--- config.mk ---
export PLATFORM = sky130hd
export DESIGN_NAME = cover_toggle_collector_flat
export DESIGN_NICKNAME = d
export VERILOG_FILES = /design/src/rtl/cover_toggle_collector_if.sv /design/src/rtl/cover_toggle_collector.sv /design/src/flat_wrapper.sv
export SDC_FILE = /design/constraint.sdc
export NUM_CORES = 1
export LEC_CHECK = 0
export BUFFER_PORTS_ARGS = -buffer_cell sky130_fd_sc_hd__buf_2
export CORE_MARGIN = 1.5
export CORE_UTILIZATION = 52
export DETAILED_ROUTE_END_ITERATION = 6
export GPL_TIMING_DRIVEN = 0
export PLACE_DENSITY = 0.82
export SYNTH_ARGS = -nofsm -noshare
export SYNTH_HDL_FRONTEND = slang
export SYNTH_SLANG_ARGS = --single-unit
--- constraint.sdc ---
create_clock -name clock -period 3.4 [get_ports clock]
set_input_delay 0.68 -clock clock [delete_from_list [all_inputs] [get_ports clock]]
set_output_delay 0.68 -clock clock [all_outputs]
set_load 0.1 [all_outputs]
--- src/rtl/cover_toggle_collector_if.sv ---
// Cover-event intake and hit-bitmap dump handshakes for cover_toggle_collector.
// master: event producer / dump consumer.  slave: the collector.
interface cover_toggle_collector_if;
  logic        ev_valid;
  logic [63:0] ev_index;
  logic        ev_ready;
  logic        dump_start;
  logic        dump_valid;
  logic [63:0] dump_index;
  logic        dump_ready;
  logic        dump_done;

  modport master (
    output ev_valid, ev_index, dump_start, dump_ready,
    input  ev_ready, dump_valid, dump_index, dump_done
  );

  modport slave (
    input  ev_valid, ev_index, dump_start, dump_ready,
    output ev_ready, dump_valid, dump_index, dump_done
  );
endinterface

--- src/rtl/cover_toggle_collector.sv ---
// cover_toggle_collector: sticky hit bitmap for a window of NUM_POINTS global
// cover indices starting at COVER_INDEX, with a serial dump of hit points.
// Events are only accepted while idle; a dump walks the bitmap one bit per
// cycle and presents each hit point until the consumer takes it.
// Optional feature macro: COVER_CLEAR_ON_DUMP_EN -- a dumped point is cleared
// from the bitmap and hit_count, so a full dump leaves the collector empty.
module cover_toggle_collector #(
  parameter int unsigned NUM_POINTS  = 39,
  parameter int unsigned COVER_INDEX = 0,
  parameter int unsigned COVER_TOTAL = 8940
) (
  input  logic                              clock,
  input  logic                              reset,
  cover_toggle_collector_if.slave           bus,
  output logic [$clog2(NUM_POINTS+1)-1:0]   hit_count,
  output logic [15:0]                       oor_count
);
  localparam int CW = $clog2(NUM_POINTS+1);
  localparam int PW = (NUM_POINTS > 1) ? $clog2(NUM_POINTS) : 1;
  localparam logic [PW-1:0] LAST = PW'(NUM_POINTS-1);
  localparam logic [63:0]   BASE = 64'(COVER_INDEX);

  // The local window has to sit inside the global cover space.
  if (COVER_INDEX + NUM_POINTS > COVER_TOTAL) begin : g_range_chk
    $error("cover window exceeds COVER_TOTAL");
  end

  typedef enum logic [1:0] {IDLE, SCAN, HOLD, DONE} state_t;

  state_t                state, state_nx;
  logic [NUM_POINTS-1:0] hit_map;
  logic [PW-1:0]         ptr;
  logic [63:0]           off;
  logic [PW-1:0]         off_idx;
  logic                  ev_acc, in_rng, new_hit, ptr_hit, dump_hs;

  assign ev_acc  = bus.ev_valid && bus.ev_ready;
  assign off     = bus.ev_index - BASE;
  assign in_rng  = (bus.ev_index >= BASE) && (off < 64'(NUM_POINTS));
  assign off_idx = off[PW-1:0];
  assign new_hit = ev_acc && in_rng && !hit_map[off_idx];
  assign ptr_hit = hit_map[ptr];
  assign dump_hs = (state == HOLD) && bus.dump_ready;

  // State register.
  always_ff @(posedge clock) begin
    if (reset) state <= IDLE;
    else       state <= state_nx;
  end

  // Next-state: walk the bitmap, park in HOLD on every hit bit.
  always_comb begin
    state_nx = state;
    case (state)
      IDLE: if (bus.dump_start) state_nx = SCAN;
      SCAN: begin
        if (ptr_hit)           state_nx = HOLD;
        else if (ptr == LAST)  state_nx = DONE;
      end
      HOLD: begin
        if (bus.dump_ready)    state_nx = (ptr == LAST) ? DONE : SCAN;
      end
      DONE: state_nx = IDLE;
      default: state_nx = IDLE;
    endcase
  end

  // Outputs decoded from state; dump_valid is a state-register bit in HOLD.
  always_comb begin
    bus.ev_ready   = (state == IDLE);
    bus.dump_valid = (state == HOLD);
    bus.dump_done  = (state == DONE);
  end

  // Scan pointer and the registered global index of the point being offered.
  always_ff @(posedge clock) begin
    if (reset) begin
      ptr            <= '0;
      bus.dump_index <= '0;
    end else begin
      case (state)
        IDLE: if (bus.dump_start) ptr <= '0;
        SCAN: begin
          if (ptr_hit)            bus.dump_index <= BASE + 64'(ptr);
          else if (ptr != LAST)   ptr <= ptr + PW'(1);
        end
        HOLD: if (bus.dump_ready && ptr != LAST) ptr <= ptr + PW'(1);
        default: ;
      endcase
    end
  end

  // Sticky hit bitmap, distinct-hit count and saturating out-of-range count.
  // Events only land in IDLE and dump handshakes only in HOLD, so the two
  // update sources never collide on the same cycle.
  always_ff @(posedge clock) begin
    if (reset) begin
      hit_map   <= '0;
      hit_count <= '0;
      oor_count <= '0;
    end else begin
      if (ev_acc && in_rng)                  hit_map[off_idx] <= 1'b1;
      if (new_hit)                           hit_count <= hit_count + CW'(1);
      if (ev_acc && !in_rng && oor_count != 16'hFFFF)
                                             oor_count <= oor_count + 16'd1;
`ifdef COVER_CLEAR_ON_DUMP_EN
      if (dump_hs) begin
        hit_map[ptr] <= 1'b0;
        hit_count    <= hit_count - CW'(1);
      end
`else
      if (dump_hs) hit_map[ptr] <= hit_map[ptr];
`endif
    end
  end
endmodule

--- src/flat_wrapper.sv ---
// flat-port wrapper written by rule: the top's interface ports become plain ports
module cover_toggle_collector_flat 
#(
  parameter int unsigned NUM_POINTS  = 39,
  parameter int unsigned COVER_INDEX = 0,
  parameter int unsigned COVER_TOTAL = 8940
)
  (clock, reset, hit_count, oor_count, bus_ev_valid, bus_ev_index, bus_dump_start, bus_dump_ready, bus_ev_ready, bus_dump_valid, bus_dump_index, bus_dump_done);
  cover_toggle_collector_if bus_i ();
  input  logic clock;
  input  logic reset;
  output logic [$clog2(NUM_POINTS+1)-1:0] hit_count;
  output logic [15:0] oor_count;
  input wire logic [$bits(bus_i.ev_valid)-1:0] bus_ev_valid;
  input wire logic [$bits(bus_i.ev_index)-1:0] bus_ev_index;
  input wire logic [$bits(bus_i.dump_start)-1:0] bus_dump_start;
  input wire logic [$bits(bus_i.dump_ready)-1:0] bus_dump_ready;
  output wire logic [$bits(bus_i.ev_ready)-1:0] bus_ev_ready;
  output wire logic [$bits(bus_i.dump_valid)-1:0] bus_dump_valid;
  output wire logic [$bits(bus_i.dump_index)-1:0] bus_dump_index;
  output wire logic [$bits(bus_i.dump_done)-1:0] bus_dump_done;
  assign bus_i.ev_valid = bus_ev_valid;
  assign bus_i.ev_index = bus_ev_index;
  assign bus_i.dump_start = bus_dump_start;
  assign bus_i.dump_ready = bus_dump_ready;
  assign bus_ev_ready = bus_i.ev_ready;
  assign bus_dump_valid = bus_i.dump_valid;
  assign bus_dump_index = bus_i.dump_index;
  assign bus_dump_done = bus_i.dump_done;
  cover_toggle_collector #(.NUM_POINTS(NUM_POINTS), .COVER_INDEX(COVER_INDEX), .COVER_TOTAL(COVER_TOTAL)) u_core (.clock(clock), .reset(reset), .bus(bus_i), .hit_count(hit_count), .oor_count(oor_count));
endmodule
After elaboration in Yosys (flattened, before gate mapping). Cells that the tools add are included.

Register bits after elaboration: 75. Input bits: 69. Logic and storage cells: 68.

$add $sub $neg: 3. $lt $le $gt $ge: 6. Equality and inequality tests: 12. Mux-type cells: 23. Bitwise logic cells: 1. Reduce and logical (&&, ||, !) cells: 17.

Operator list (number): $mux W39 (3); $ge A64 B1 Y1 const B (1); $lt A64 B6 Y1 const B (1); $bwmux W39 (1); $or A39 B39 Y39 (1); $mux W6 (4); $pmux W6 S3 (1); $add A16 B1 Y16 const B (1); $ne A16 B16 Y1 const B (1); $lt A6 B7 Y1 const B (2); $add A6 B1 Y6 const B (2); $bmux W1 S6 (2); $demux W1 S6 (2); $ge A6 B1 Y1 const B (2); $logic_and A1 B1 Y1 (10); $mux W2 (5); $pmux W2 S4 (1); $eq A6 B6 Y1 const B (1); $ne A2 B2 Y1 const B (3); $ne A6 B6 Y1 const B (1); $reduce_and A5 Y1 (1); $eq A2 B2 Y1 const B (2); $mux W1 (4); $ne A2 B1 Y1 const B (2); 7 further kinds (8).

Logic depth before layout (Yosys ltp).
Word-level depth: 9. Gate-level depth with buffers: 10. Mapped depth without buffers: 8.

Worst setup path after synthesis. No wires, ideal clock.

Kind: reg2reg. From: register u_core.state[0]. To: register u_core.oor_count[7]. Library setup time: 0.067 ns. Arrival time: 2.762 ns. Data required time: 3.333 ns. Path slack: 0.571 ns. Stages on the path, launching flop included: 8. Path buffers: 0. Clock period less this slack: 2.829 ns. Cells stage by stage: dfxtp_1 inv_1 ha_1 nand2_1 a2111oi_1 nand3_1 xor2_1 nor2_1.

Word-level cells in the longest chain between the ends: 4.

RTL lines: from (decl) (RTL line cover_toggle_collector.sv:30) `state_t state, state_nx;`; from (signal assigned) (RTL line cover_toggle_collector.sv:48) `else state <= state_nx;`; $logic_not A2 Y1 (RTL line cover_toggle_collector.sv:70) `bus.ev_ready = (state == IDLE);`; net bus_ev_ready (RTL line flat_wrapper.sv:18) `output wire logic [$bits(bus_i.ev_ready)-1:0] bus_ev_ready;`; $logic_and A1 B1 Y1 (RTL line cover_toggle_collector.sv:37) `assign ev_acc = bus.ev_valid && bus.ev_ready;`; $logic_and A1 B1 Y1 (2 in series) (RTL line cover_toggle_collector.sv:104) `if (ev_acc && !in_rng && oor_count != 16'hFFFF)`; to (signal assigned) (RTL line cover_toggle_collector.sv:105) `oor_count <= oor_count + 16'd1;`; to (decl) (RTL line cover_toggle_collector.sv:16) `output logic [15:0] oor_count`.

The timed path passes the listed nets, and every way through them passes these cells. A chain may end at the register's enable or synchronous reset.

Final worst setup path.
From: register u_core.ptr[1]. To: register u_core.hit_map[20].

Word-level cells in the longest chain between the ends: 6. Elaborated cells on any way between the ends: 9. Classes of those cells: order compare: 2; mux: 6; reduce/logical: 1.

RTL lines: from (decl) (RTL line cover_toggle_collector.sv:32) `logic [PW-1:0] ptr;`; from (signal assigned) (RTL line cover_toggle_collector.sv:85) `else if (ptr != LAST) ptr <= ptr + PW'(1);`; from (signal assigned) (RTL line cover_toggle_collector.sv:87) `HOLD: if (bus.dump_ready && ptr != LAST) ptr <= ptr + PW'(1);`; $lt A6 B7 Y1 (not written as such) or $ge A6 B1 Y1 (tied branches) (RTL line cover_toggle_collector.sv:112) `if (dump_hs) hit_map[ptr] <= hit_map[ptr];`; $logic_and A1 B1 Y1 (not written as such) (RTL line cover_toggle_collector.sv:112); $mux W1 (not written as such) (RTL line cover_toggle_collector.sv:112); $demux W1 S6; $bwmux W39 * (RTL line cover_toggle_collector.sv:112); $mux W39 * (RTL line cover_toggle_collector.sv:112); to (signal, indexed assignment) (RTL line cover_toggle_collector.sv:112); to (decl) (RTL line cover_toggle_collector.sv:31) `logic [NUM_POINTS-1:0] hit_map;`.

Mark *: on every way between the ends. The rest lies on a longest branch, timed or not. The select of a mux whose other input is x is not followed.

==> results.py <==
metrics = {
    "run_status": {
        "status": "complete, no violations",
    },
    "global_routing": {
        "grt_overflow": 0,
        "antenna_found_initial": 0,
        "grt_max_degree": 15,
        "grt_pass1_vias": 4371,
        "gr-usage-all-layers": 0.286,
        "grt_pass1_wl_um": 22300,
    },
    "place": {
        "dp.cells": 790,
        "gp_congestion": 0.969,
        "io_buffers": 96,
        "dp_slack_ns": -0.0356,
        "dpl_cell_area_mm2": 0.00565,
        "detailed_place_hpwl_um": 10400,
    },
    "critical_path": {
        "end_kind": "flop",
        "worstSetupStartpointType": "flop",
        "worstPathArrival_ns": 3.35,
        "required_ns": 3.58,
        "cp_max_fo": 10,
        "critPathKind": "reg -> reg",
    },
    "floorplanning": {
        "initial_utilization": 0.545,
        "row_count": 34,
        "coreArea_mm2": 0.00885,
        "die_w_um": 99.3,
        "ios": 158,
        "die_h_um": 99.3,
        "die_area_mm2": 0.00986,
    },
    "clock_tree": {
        "cts.sinks": 75,
        "clk_latency_ns": 0.37,
        "cts_tree": "built",
        "clockBufferDepth": 2,
        "path_clk_slew_ns": 0.08,
        "cts_setup_buffers": 0,
        "cts_root_buf": "clkbuf_8",
        "cts_max_level": 3,
        "cts_buffers": 9,
    },
    "synthesis": {
        "synth.distinct_cells": 61,
        "synth_cells": 529,
        "yosys.area_share.xor_xnor": 0.0327,
        "synth_compound_area_frac": 0.215,
        "synth.mux.area_fraction": 0.111,
        "synth_top_family_by_area": "compound AO/OA/AOI/OAI gates",
        "ys_ff_latch": 75,
        "avgSynthCellArea_um2": 9.12,
        "synth_edf_count": 0,
        "synthSimpleGateAreaFrac": 0.178,
        "synth_flop_cell": "dfxtp_1",
        "synthArstFlopShare": 0,
        "synth_adder_area_share": 0.0208,
        "syn_area_mm2": 0.00482,
        "yosysWarnings": 0,
        "yosysSeqAreaShare": 0.311,
    },
    "flow_run": {
        "max-cap-violations": 0,
    },
    "power": {
        "switchingPower_mw": 1.16,
        "clkPwrFrac": 0.275,
        "powerDensity_mw_per_mm2": 457,
        "p_leak_nw": 2.42,
        "total_power_mw": 2.68,
        "vdd_drop_max_mv": 0.308,
        "p_int_mw": 1.52,
        "p_comb_frac": 0.380,
        "switching_share": 0.432,
        "seq_power_share": 0.346,
    },
    "detailed_routing": {
        "antenna_left": 0,
        "drt_iter0_markers": 516,
        "wl_per_cell_um": 17.7,
        "drc": 0,
        "dr.pass1.iters": 6,
        "vias": 4873,
        "finalWirelength_um": 14300,
        "vias_per_cell": 6.05,
    },
    "sta": {
        "finalMaxSlewViolations": 0,
        "tightest_slew_ns": 1.40,
        "setup_violations": 0,
        "fin_crit_sh": 0.933,
        "setup-tns-final_ns": 0,
        "rsz0062_at_grt": "no",
        "fmax_ghz": 0.315,
        "fin_skew_ns": 0.0181,
        "hold_slack_ns": 0.497,
        "final-hold-violation-count": 0,
        "worst_slack_ns": 0.226,
        "final.min_clock_period_ns": 3.17,
        "relSlewSlack": 0.0626,
    },
    "finish": {
        "fin_area_mm2": 0.00587,
        "areaGrowthSynthToFinish_pct": 21.7,
        "nFillCells": 774,
        "layout-drive-gt1-share": 0.287,
        "mostFrequentLayoutCells": "buf_2, dfxtp_1, buf_4",
        "final_util": 0.663,
        "nets": 770,
        "layout_commonest_cell": "buf_2",
        "layout.cells.non_filler": 806,
        "diodes": 0,
    },
    "hold_path": {
        "hold_path_class": "reg -> reg",
    },
}
## cells by family (layout without fill, tap and decap cells)
kind of cell / Yosys count / in the layout
other cells: 1 / 58
fa+ha+maj: 8 / 8
simple gates: 161 / 161
xor+xnor: 18 / 18
mux: 38 / 38
buf+inv: 103 / 215
compound gates: 125 / 125
flops: 75 / 75
## cell type report
cell class | instances | area, um^2 | area share
Tap cell | 108 | 135 | 0.0230
Multi-Input combinational cell | 408 | 2920 | 0.497
Buffer | 90 | 576 | 0.0980
Clock inverter | 6 | 71.3 | 0.0121
Timing Repair Buffer | 96 | 480 | 0.0818
Clock buffer | 10 | 138 | 0.0234
Sequential cell | 75 | 1500 | 0.256
Inverter | 13 | 48.8 | 0.00831
## routing by layer
layer	share of wire	track usage	up-vias
li1	-	-	2252
met1	0.40	0.375	2288
met2	0.47	0.474	293
met3	0.10	0.0527	40
met4	0.026	0.103	0
met5	0	0	-
## repair_timing
item / in CTS / in global routing
hold buffers: 0 / 0
gates resized for setup: 0 / 1
endpoints found under the hold margin: 0 / 0
endpoints found under the setup margin: 0 / 4
## worst max-delay path: stages (launching register included)
cell and delay [ns]:
dfxtp_1 0.35, buf_2 0.25, buf_1 0.45, nor2_1 0.17
a311oi_1 0.40, nor2b_1 0.18, nor3_1 0.55, and2_1 0.21
clkbuf_1 0.30, a211oi_1 0.12
## flip-flops by register name (all words and copies together), names as in the netlist
name / count
u_core.ptr: 6
u_core.hit_map: 39
u_core.hit_count: 6
u_core.bus.dump_index: 6
u_core.oor_count: 16
u_core.state: 2
## synthesized netlist by cell type (all sizes together) (6+ instances only)
cell | count | area share
a211oi | 44 | 0.069
nand2 | 17 | 0.013
xor2 | 12 | 0.022
mux4 | 10 | 0.051
nand3 | 28 | 0.029
ha | 8 | 0.021
mux2 | 7 | 0.016
nand2b | 6 | 0.0078
nor3 | 13 | 0.016
inv | 13 | 0.010
nand4 | 10 | 0.016
nor2 | 43 | 0.033
buf | 71 | 0.10
and3 | 8 | 0.010
nor4 | 15 | 0.023
clkbuf | 19 | 0.015
dfxtp | 75 | 0.31
xnor2 | 6 | 0.011
mux2i | 21 | 0.044
o22ai | 7 | 0.0091
and2 | 8 | 0.010
a221oi | 39 | 0.071
## power groups by stage
stage               clock (mW)  combinational (mW)  sequential, mW
CTS                      0.743                1.01           0.927
floorplan                    0               0.782            1.00
global placement             0               0.989           0.946
detailed placement           0                1.00           0.947
finish                   0.737                1.02           0.927
global route             0.781                1.08           0.932
## worst paths after layout
| kind | start | end | slack, ns | cells after the start |
|---|---|---|---|---|
| setup / recovery | u_core.ptr[1]$_SDFFE_PP0P_ | u_core.hit_map[20]$_SDFF_PP0_ | 0.23 | 9 |
| hold / removal | u_core.bus.dump_index[0]$_SDFFE_PP0P_ | u_core.bus.dump_index[0]$_SDFFE_PP0P_ | 0.50 | 2 |
| setup reg to reg | u_core.ptr[1]$_SDFFE_PP0P_ | u_core.hit_map[20]$_SDFF_PP0_ | 0.23 | 9 |
| hold reg to reg | u_core.bus.dump_index[0]$_SDFFE_PP0P_ | u_core.bus.dump_index[0]$_SDFFE_PP0P_ | 0.50 | 2 |
(Power assumes the default switching activity.)
